<file path="config.mk">
export PLATFORM = sky130hd
export DESIGN_NAME = demux8_buf
export DESIGN_NICKNAME = d
export VERILOG_FILES = /design/src/rtl/demux8_pkg.sv /design/src/rtl/byte_fifo.sv /design/src/rtl/demux8_buf.sv
export SDC_FILE = /design/constraint.sdc
export NUM_CORES = 1
export LEC_CHECK = 0
export CAP_MARGIN = 25
export CORE_ASPECT_RATIO = 1.75
export CORE_UTILIZATION = 50
export CTS_BUF_LIST = sky130_fd_sc_hd__clkbuf_8
export CTS_CLUSTER_SIZE = 14
export DETAILED_ROUTE_END_ITERATION = 16
export PLACE_DENSITY_LB_ADDON = 0.25
export SETUP_SLACK_MARGIN = 0.1
export SLEW_MARGIN = 20
export SYNTH_ARGS = -nofsm -noshare
export SYNTH_HDL_FRONTEND = slang
export SYNTH_SLANG_ARGS = --single-unit
</file>
<file path="constraint.sdc">
create_clock -name clk -period 1.9 [get_ports clk]
set_input_delay 0.38 -clock clk [delete_from_list [all_inputs] [get_ports clk]]
set_output_delay 0.38 -clock clk [all_outputs]
set_load 0.03 [all_outputs]
</file>
<file path="src/rtl/demux8_pkg.sv">
// Shared constants for the A/B byte distribution path.
// Holds the byte width, the select encodings and the default FIFO depth.
package demux8_pkg;

    localparam int DATA_W    = 8;
    localparam int DEPTH_DEF = 2;

    localparam logic SEL_A = 1'b0;
    localparam logic SEL_B = 1'b1;

    typedef logic [DATA_W-1:0] byte_t;

endpackage

</file>
<file path="src/rtl/byte_fifo.sv">
// Purpose: small byte FIFO whose storage is cleared on reset; the head byte is read straight from storage.
// Latency: a byte pushed at edge N is at head_data with valid=1 after edge N.
// Backpressure: full is raised at DEPTH entries; a push while full is ignored and never bypasses to the head.
module byte_fifo
    import demux8_pkg::*;
#(
    parameter int DEPTH = DEPTH_DEF,
    parameter int CNT_W = 2
) (
    input  logic              clk,
    input  logic              rst_n,
    input  logic              push,
    input  logic [DATA_W-1:0] push_data,
    input  logic              pop,
    output logic [DATA_W-1:0] head_data,
    output logic              valid,
    output logic              full,
    output logic [CNT_W-1:0]  count
);

    localparam int PTR_W = (DEPTH > 1) ? $clog2(DEPTH) : 1;

    byte_t             mem [DEPTH];
    logic [PTR_W-1:0]  wptr;
    logic [PTR_W-1:0]  rptr;
    logic              do_push;
    logic              do_pop;

    // Pointers wrap explicitly so that DEPTH need not be a power of two.
    function automatic logic [PTR_W-1:0] ptr_inc(input logic [PTR_W-1:0] p);
        return (p == PTR_W'(DEPTH - 1)) ? '0 : p + 1'b1;
    endfunction

    assign full      = (count == CNT_W'(DEPTH));
    assign valid     = (count != '0);
    assign head_data = mem[rptr];

    assign do_push = push && !full;
    assign do_pop  = pop && valid;

    always_ff @(posedge clk or negedge rst_n) begin
        if (!rst_n) begin
            for (int i = 0; i < DEPTH; i++) begin
                mem[i] <= '0;
            end
            wptr  <= '0;
            rptr  <= '0;
            count <= '0;
        end else begin
            if (do_push) begin
                mem[wptr] <= push_data;
                wptr      <= ptr_inc(wptr);
            end
            if (do_pop) begin
                rptr <= ptr_inc(rptr);
            end
            unique case ({do_push, do_pop})
                2'b10:   count <= count + 1'b1;
                2'b01:   count <= count - 1'b1;
                default: count <= count;
            endcase
        end
    end

endmodule

</file>
<file path="src/rtl/demux8_buf.sv">
// Purpose: routes each accepted byte to FIFO A (sel=0) or FIFO B (sel=1).
// Latency: one cycle from accept to the byte appearing at the selected output.
// Backpressure: in_ready reflects only the selected FIFO's fullness; a stalled side never blocks the other.
module demux8_buf
    import demux8_pkg::*;
#(
    parameter int DEPTH = DEPTH_DEF,
    parameter int CNT_W = 2
) (
    input  logic              clk,
    input  logic              rst_n,
    input  logic [DATA_W-1:0] in_data,
    input  logic              in_sel,
    input  logic              in_valid,
    output logic              in_ready,
    output logic [DATA_W-1:0] a_data,
    output logic              a_valid,
    input  logic              a_ready,
    output logic [DATA_W-1:0] b_data,
    output logic              b_valid,
    input  logic              b_ready,
    output logic [CNT_W-1:0]  a_count,
    output logic [CNT_W-1:0]  b_count
);

    logic full_a;
    logic full_b;
    logic accept;
    logic push_a;
    logic push_b;

    // Readiness looks at registered fullness only, so a pop never frees a slot in the same cycle.
    assign in_ready = (in_sel == SEL_B) ? !full_b : !full_a;
    assign accept   = in_valid && in_ready;
    assign push_a   = accept && (in_sel == SEL_A);
    assign push_b   = accept && (in_sel == SEL_B);

    byte_fifo #(
        .DEPTH (DEPTH),
        .CNT_W (CNT_W)
    ) u_fifo_a (
        .clk       (clk),
        .rst_n     (rst_n),
        .push      (push_a),
        .push_data (in_data),
        .pop       (a_ready),
        .head_data (a_data),
        .valid     (a_valid),
        .full      (full_a),
        .count     (a_count)
    );

    byte_fifo #(
        .DEPTH (DEPTH),
        .CNT_W (CNT_W)
    ) u_fifo_b (
        .clk       (clk),
        .rst_n     (rst_n),
        .push      (push_b),
        .push_data (in_data),
        .pop       (b_ready),
        .head_data (b_data),
        .valid     (b_valid),
        .full      (full_b),
        .count     (b_count)
    );

endmodule

</file>
Word level (Yosys, flattened, before mapping). Index checks and enable logic that the tools add are counted.

Register bits: 40. Input port bits: 14. Output and inout bits: 23.

Add/sub/neg operators: 8. $lt $le $gt $ge: 6. Equal/unequal tests: 6. Multiplexer cells: 19. Bitwise gates (word level): 5. Reduce and logical (&&, ||, !) cells: 15.

Operators with widths (number): $mux W8 (8); $bwmux W16 (2); $demux W8 S1 (2); $logic_and A1 B1 Y1 (9); $eq A2 B2 Y1 const B (4); $ge A2 B2 Y1 const B (4); $not A1 Y2 (4); $pmux W2 S2 (2); $reduce_bool A2 Y1 (4); $mux W1 (5); $add A1 B1 Y1 const B (4); $add A2 B1 Y2 const B (2); $eq A2 B1 Y1 const B (2); $lt A2 B1 Y1 const B (2); $sub A2 B1 Y2 const B (2); $logic_not A1 Y1 (2); $not A1 Y1 (1).

Logic depth before layout (Yosys ltp). Gate-level depths: netlist of the first run.

Word-level depth: 8. Mapped depth: 6.

Modules after synthesis. Synthesis of the first run repeated with hierarchy kept, for this count alone.

Cell total of the unflattened synthesis: 123. Area total of the unflattened synthesis: 1813.0 um^2.

By module, submodules not included: byte_fifo (times used 2, cells each 60, area each 893.4 um^2); demux8_buf (times used 1, cells each 3, area each 26.3 um^2).

Worst setup path before layout of the first run. OpenSTA, ideal clock, no wires.

Kind: reg-to-reg. Start point: register u_fifo_b.count[0]. End point: register u_fifo_b.count[1]. Library setup time: 0.080 ns. Data arrival time: 1.732 ns. Required time: 1.820 ns. Slack: 0.087 ns. Stages on the path, launching flop included: 6. Path buffers: 0. Period minus slack after synthesis: 1.813 ns. Path through: dfrtp_1 -> or2_2 -> and2_1 -> ha_1 -> nor2_1 -> xor2_1.

Elaborated cells between the ends (all ways): 14. Classes of those cells: 2 x add/sub; 3 x eq/ne; 2 x mux; 7 x reduce/logical.

RTL lines: start, declared (line byte_fifo.sv:18) `output logic [CNT_W-1:0] count`; start signal, assigned (line byte_fifo.sv:58) `2'b10: count <= count + 1'b1;`; start signal, assigned (line byte_fifo.sv:59) `2'b01: count <= count - 1'b1;`; start signal, assigned (line byte_fifo.sv:60) `default: count <= count;`; $reduce_bool A2 Y1 * (line byte_fifo.sv:35) `assign valid = (count != '0);`; named net b_valid (line demux8_buf.sv:20) `output logic b_valid,`; $logic_and A1 B1 Y1 * (line byte_fifo.sv:39) `assign do_pop = pop && valid;`; named net u_fifo_b.do_pop (line byte_fifo.sv:27) `logic do_pop;`; $eq A2 B1 Y1 or $eq A2 B2 Y1 (tied branches) (line byte_fifo.sv:57) `unique case ({do_push, do_pop})`; $pmux W2 S2 or $reduce_bool A2 Y1 (tied branches).

The timed path passes the listed nets; every way through them passes the cells marked *. A chain may end at the register's enable or synchronous reset.

Worst setup path after layout of the first run.
Start point: register u_fifo_a.count[0]. End point: output port a_valid.

Longest elaborated chain between the ends: 1.

RTL lines: start, declared (line byte_fifo.sv:18); start signal, assigned (line byte_fifo.sv:58); start signal, assigned (line byte_fifo.sv:59); start signal, assigned (line byte_fifo.sv:60); $reduce_bool A2 Y1 (line byte_fifo.sv:35); end, declared (line demux8_buf.sv:17) `output logic a_valid,`.

No other way between the ends.

==> flow_summary.json, run 1 <==
{
  "status": "finished clean",
  "wirelength_um": 3672,
  "cts_tree": "built",
  "cts_hold_buf": 0,
  "syn_to_final_growth_pct": 28.55,
  "rows": 28,
  "cp-end-kind": "output port",
  "ys_seq_area_share_pct": 54.91,
  "core_um2": 3433,
  "cts_made_buffers": 5,
  "critPathSlowestCell": "dfrtp_1",
  "worstPathRequired_ns": 1.52,
  "grt_max_degree": 41,
  "route.detailed.wl_per_inst_um": 16.77,
  "p_leak_nw": 1.057,
  "rsz0062_at_grt": "no",
  "ant_nets": 0,
  "first_pass_iters": 4,
  "hold_viol_final": 0,
  "num_antenna_cells": 0,
  "crit_type": "flop to output port",
  "grt_use_total_pct": 20.96,
  "cap_violations": 0,
  "dieArea_um2": 3901,
  "dieWidth_um": 47.65,
  "yosys.cell_types.count": 22,
  "drt_iter0_drc": 17,
  "nets": 189,
  "drcViolationCount": 0,
  "cp-start-kind": "flop",
  "antenna_found_initial": 0,
  "yosysWarnings": 0,
  "n_fill_cell": 283,
  "htree_levels": 2,
  "die_height_um": 81.88,
  "grt_pass1_wl_um": 5368,
  "ios": 37,
  "hold_class": "primary input to asynchronous set/reset pin",
  "clock_skew_ns": 0.004146,
  "place_area_um2": 2311,
  "critPathMaxFanout": 5,
  "hold-worst-slack_ns": 0.1285,
  "via_per_inst": 5.192,
  "ctsLongestPathBuffers": 2,
  "crit_chain": "or2_4 -> dlygate4sd2_1",
  "hpwl_um": 2614,
  "tightest_slew_ns": 0.4889,
  "critical_path_arrival_ns": 1.36,
  "drive_above_1_share_pct": 54.02,
  "crit_path_max_incr_delay_ns": 0.44,
  "fin_crit_ns": 1.741,
  "stdcell_area_um2": 2344,
  "vdd_drop_max_mv": 1.155,
  "finalWeightedCongestion": 0.7501,
  "ys_seq_elements": 40,
  "post-route-util_pct": 68.26,
  "syn-instance-count": 122,
  "finalCritPeriodShare_pct": 91.62,
  "synth_nets": 138,
  "max-slew-margin-rel_pct": 67.41,
  "max_clock_freq_mhz": 574.4,
  "maxSlewViolCount": 0,
  "setup_viol": 0,
  "root_buffer": "clkbuf_8",
  "post_synth_instance_area_um2": 1823,
  "pwr_density_cell_nw_per_um2": 1963,
  "via_count": 1137,
  "cts_num_sinks": 40,
  "insertion_delay_ns": 0.30,
  "io_buffers": 36,
  "first_global_vias": 1186,
  "clk_pin_slew_worst_paths_ns": 0.07,
  "start_util_pct": 53.10,
  "grt_overflow": 0,
  "synth.avg_cell_area_um2": 14.94
}
## cell families after synthesis
| family | Yosys count | share of synthesized area [%] |
|---|---|---|
| xor+xnor | 10 | 4.804 |
| compound gates | 1 | 0.2743 |
| simple gates | 17 | 7.686 |
| buf+inv | 4 | 1.304 |
| mux | 48 | 29.65 |
| flops | 40 | 54.91 |
| fa+ha+maj | 2 | 1.372 |
## power breakdown
group / leakage [nW] / switching [mW] / internal, mW / total [mW]
Clock: 0.0538 / 0.277 / 0.285 / 0.562
Combinational: 0.531 / 1.33 / 1.13 / 2.46
Sequential: 0.472 / 0.280 / 1.30 / 1.58
Total: 1.06 / 1.88 / 2.72 / 4.60
## worst max-delay path: cells and delay by family (launching register included)
| kind | cells | cell delay [ns] |
|---|---|---|
| AND/OR/NAND/NOR | 1 | 0.27 |
| buffers and inverters | 1 | 0.35 |
| flip-flops | 1 | 0.44 |
## cell usage after synthesis, drive strengths merged
library cell | instances | area, um2
dfrtp | 40 | 1001
nand4b | 1 | 15.01
nand2b | 1 | 13.76
xnor2 | 6 | 52.55
mux2 | 48 | 540.5
nand3 | 1 | 5.000
nand4 | 1 | 12.51
and4bb | 1 | 12.51
nand2 | 1 | 3.750
xor2 | 4 | 35.03
a21oi | 1 | 5.000
nor2 | 3 | 11.26
or2 | 2 | 12.51
ha | 2 | 25.02
buf | 1 | 11.26
clkbuf | 3 | 12.51
nor2b | 1 | 8.760
nand3b | 1 | 7.510
nor3 | 1 | 16.27
and2 | 2 | 12.51
or2b | 1 | 8.760
## layer usage
layer  track usage, %  wire length [um]  share of wire [%]  up-vias
met2            38.22              2074                 56       28
met4            10.00                76                2.1        0
li1                 -                 -                  -      531
met1            19.57              1349                 37      572
met3            6.813               172                4.7        6
met5                0                 0                  0        -
## cells in the final DEF (no fill, tap or decap), drive strengths merged
cell type	n
mux2	48
dfrtp	40
buf	29
clkdlybuf4s50	11
clkbuf	7
xnor2	6
dlygate4sd2	6
xor2	4
nor2	3
or2	2
and2	2
ha	2
inv	2
or2b	1
nand3	1
nand2b	1
nand3b	1
nor2b	1
a21oi	1
nand4b	1
nand4	1
and4bb	1
nand2	1
nor3	1
dlymetal6s2s	1
## per-stage QoR
step / worst slack (ns) / TNS, ns / power (mW) / instances
4_1_cts: 0.01899 / 0 / 4.690 / 219
3_3_place_gp: -0.06696 / -0.7172 / 4.192 / 207
5_1_grt: 0.1193 / 0 / 4.828 / 219
6_report: 0.1591 / 0 / 4.600 / 219
3_5_place_dp: -0.06566 / -0.8492 / 4.321 / 207
2_1_floorplan: 0.1911 / 0 / 3.297 / 122
## repair_timing
item	in CTS	in global routing
resized for setup	78	9
setup buffers	4	0
setup endpoints to repair	22	5
## area by class of cell
cell class / count / area, um2 / share of cell area, %
repair buffers: 48 / 390.4 / 16.66
clock inverters: 2 / 7.507 / 0.3203
multi-input cells: 78 / 803.3 / 34.28
well taps: 45 / 56.30 / 2.403
clock buffers: 6 / 82.58 / 3.524
flip-flops and latches: 40 / 1003 / 42.82
## registers in the layout (all words and copies together), names as in the netlist
name            cells
u_fifo_a.count      2
u_fifo_a.mem       16
u_fifo_a.rptr       1
u_fifo_a.wptr       1
u_fifo_b.count      2
u_fifo_b.mem       16
u_fifo_b.rptr       1
u_fifo_b.wptr       1
## path summary, 6_finish.rpt
check                                  startpoint  slack [ns]  depth (start not counted)           endpoint
worst max-delay path            u_fifo_a.count[0]        0.16                          2            a_valid
max in group asynchronous                   rst_n        1.41                          2      u_fifo_a.rptr
min in group clk                 u_fifo_a.mem[11]        0.51                          1   u_fifo_a.mem[11]
worst min register to register   u_fifo_a.mem[11]        0.51                          1   u_fifo_a.mem[11]
worst min-delay path                        rst_n        0.13                          2    u_fifo_a.mem[0]
worst max register to register  u_fifo_a.count[0]        0.28                          6  u_fifo_a.count[1]
No activity file was read; power rests on OpenSTA's default activity.
==> run 2, diff against run 1 <==
- CAP_MARGIN: 25 -> not set
- GPL_TIMING_DRIVEN: not set -> 0
- PLACE_DENSITY: not set -> 0.85
- PLACE_DENSITY_LB_ADDON: 0.25 -> not set
==> flow_summary.json, run 2 (synthesis results as in run 1) <==
{
  "largestRegisters": "u_fifo_a.mem x16, u_fifo_b.mem x16",
  "core_um2": 3433,
  "clock_skew_ns": 0.006206,
  "syn_to_final_growth_pct": 29.17,
  "first_pass_iters": 4,
  "max_clock_freq_mhz": 576.8,
  "htree_levels": 2,
  "fin_crit_ns": 1.734,
  "drive_above_1_share_pct": 55.68,
  "cp-start-kind": "flop",
  "via_per_inst": 5.190,
  "final_common_cell": "mux2_2",
  "critical_path_arrival_ns": 1.35,
  "fin_setup_tns_ns": 0,
  "cap_violations": 0,
  "highest_layer": "met4",
  "setup_viol": 0,
  "critPathMaxFanout": 6,
  "cp-end-kind": "output port",
  "root_buffer": "clkbuf_8",
  "hold_class": "primary input to asynchronous set/reset pin",
  "grt_use_total_pct": 21.44,
  "cts_tree": "built",
  "crit_type": "flop to output port",
  "worst_slack_ns": 0.1664,
  "wirelength_um": 3588,
  "status": "finished clean",
  "via_count": 1147,
  "maxSlewViolCount": 0,
  "ctsLongestPathBuffers": 2,
  "nets": 191,
  "drt_iter0_drc": 8,
  "place_area_um2": 2250,
  "finalWeightedCongestion": 0.6647,
  "hold-worst-slack_ns": 0.4687,
  "ios": 37,
  "pwr_density_cell_nw_per_um2": 1998,
  "met1Wirelength_um": 1336,
  "clk_pin_slew_worst_paths_ns": 0.08,
  "wl_met2_um": 2093,
  "grt_overflow": 0,
  "stdcell_area_um2": 2355,
  "dieArea_um2": 3901,
  "rsz0062_at_grt": "no",
  "worstPathRequired_ns": 1.52,
  "finalCritPeriodShare_pct": 91.24,
  "die_height_um": 81.88,
  "grt_pass1_wl_um": 5678,
  "start_util_pct": 53.10,
  "cts_made_buffers": 5,
  "met3_length_um": 108,
  "tightest_slew_ns": 0.3590,
  "max-slew-margin-rel_pct": 76.01,
  "num_antenna_cells": 0,
  "rows": 28,
  "hpwl_um": 2508,
  "grt_max_degree": 34,
  "final_cell_mix": "mux2_2 (48), dfrtp_1 (37), buf_2 (19)",
  "antenna_found_initial": 0,
  "cts_num_sinks": 40,
  "vdd_drop_max_mv": 1.336,
  "hold_viol_final": 0,
  "ant_nets": 0,
  "first_global_vias": 1205,
  "p_leak_nw": 1.061,
  "route.detailed.wl_per_inst_um": 16.24,
  "dp_slack_ns": -0.2700,
  "insertion_delay_ns": 0.29,
  "post-route-util_pct": 68.59,
  "io_buffers": 35,
  "dieWidth_um": 47.65,
  "drcViolationCount": 0
}
==> run 2: power breakdown <==
| part | switching, mW | internal [mW] |
|---|---|---|
| combinational | 1.30 | 1.14 |
| clock | 0.281 | 0.384 |
| sequential | 0.298 | 1.30 |
| total | 1.88 | 2.83 |
==> run 2: layout make-up <==
cell class	instances	area [um2]
buffer	2	16.27
clock buffer	5	68.82
fill	288	1079
multi-input combinational	78	803.3
timing repair buffer	48	366.6
tap	45	56.30
sequential	40	1005
clock inverter	3	38.79
==> run 2: repair_timing <==
| action | 4_1_cts | 5_1_grt |
|---|---|---|
| endpoints found under the setup margin | 22 | 13 |
| setup buffers | 9 | 2 |
| pin swaps | 0 | 1 |
| endpoints found under the hold margin | 7 | 0 |
| gates resized for setup | 83 | 12 |
| hold buffers | 1 | 0 |
==> run 2: critical path, stage by stage, from the launching register on <==
cell	delay, ns
dfrtp_1	0.46
or2_4	0.26
dlygate4sd2_1	0.35
==> run 2: per-layer routing <==
| metal | up-vias | GRT usage (%) |
|---|---|---|
| li1 | 533 | - |
| met3 | 5 | 5.275 |
| met1 | 584 | 23.49 |
| met2 | 25 | 37.81 |
| met4 | 0 | 8.333 |
| met5 | - | 0 |
==> run 2: path summary, 6_finish.rpt <==
kind,depth (start not counted),from,slack (ns),to
hold / removal,2,rst_n,0.47,u_fifo_a.mem[7]
min in group clk,3,in_sel,0.47,u_fifo_b.wptr
max in group asynchronous,3,rst_n,0.99,u_fifo_b.rptr
hold reg to reg,1,u_fifo_a.mem[8],0.51,u_fifo_a.mem[8]
setup / recovery,2,u_fifo_b.count[0],0.17,b_valid
setup reg to reg,5,u_fifo_b.count[0],0.29,u_fifo_b.count[1]
==> run 2: per-stage QoR <==
step / power, mW / cells
6_report: 4.704 / 221
5_1_grt: 4.966 / 221
4_1_cts: 4.792 / 219
3_5_place_dp: 4.240 / 203
3_3_place_gp: 4.124 / 202
2_1_floorplan: 3.297 / 122
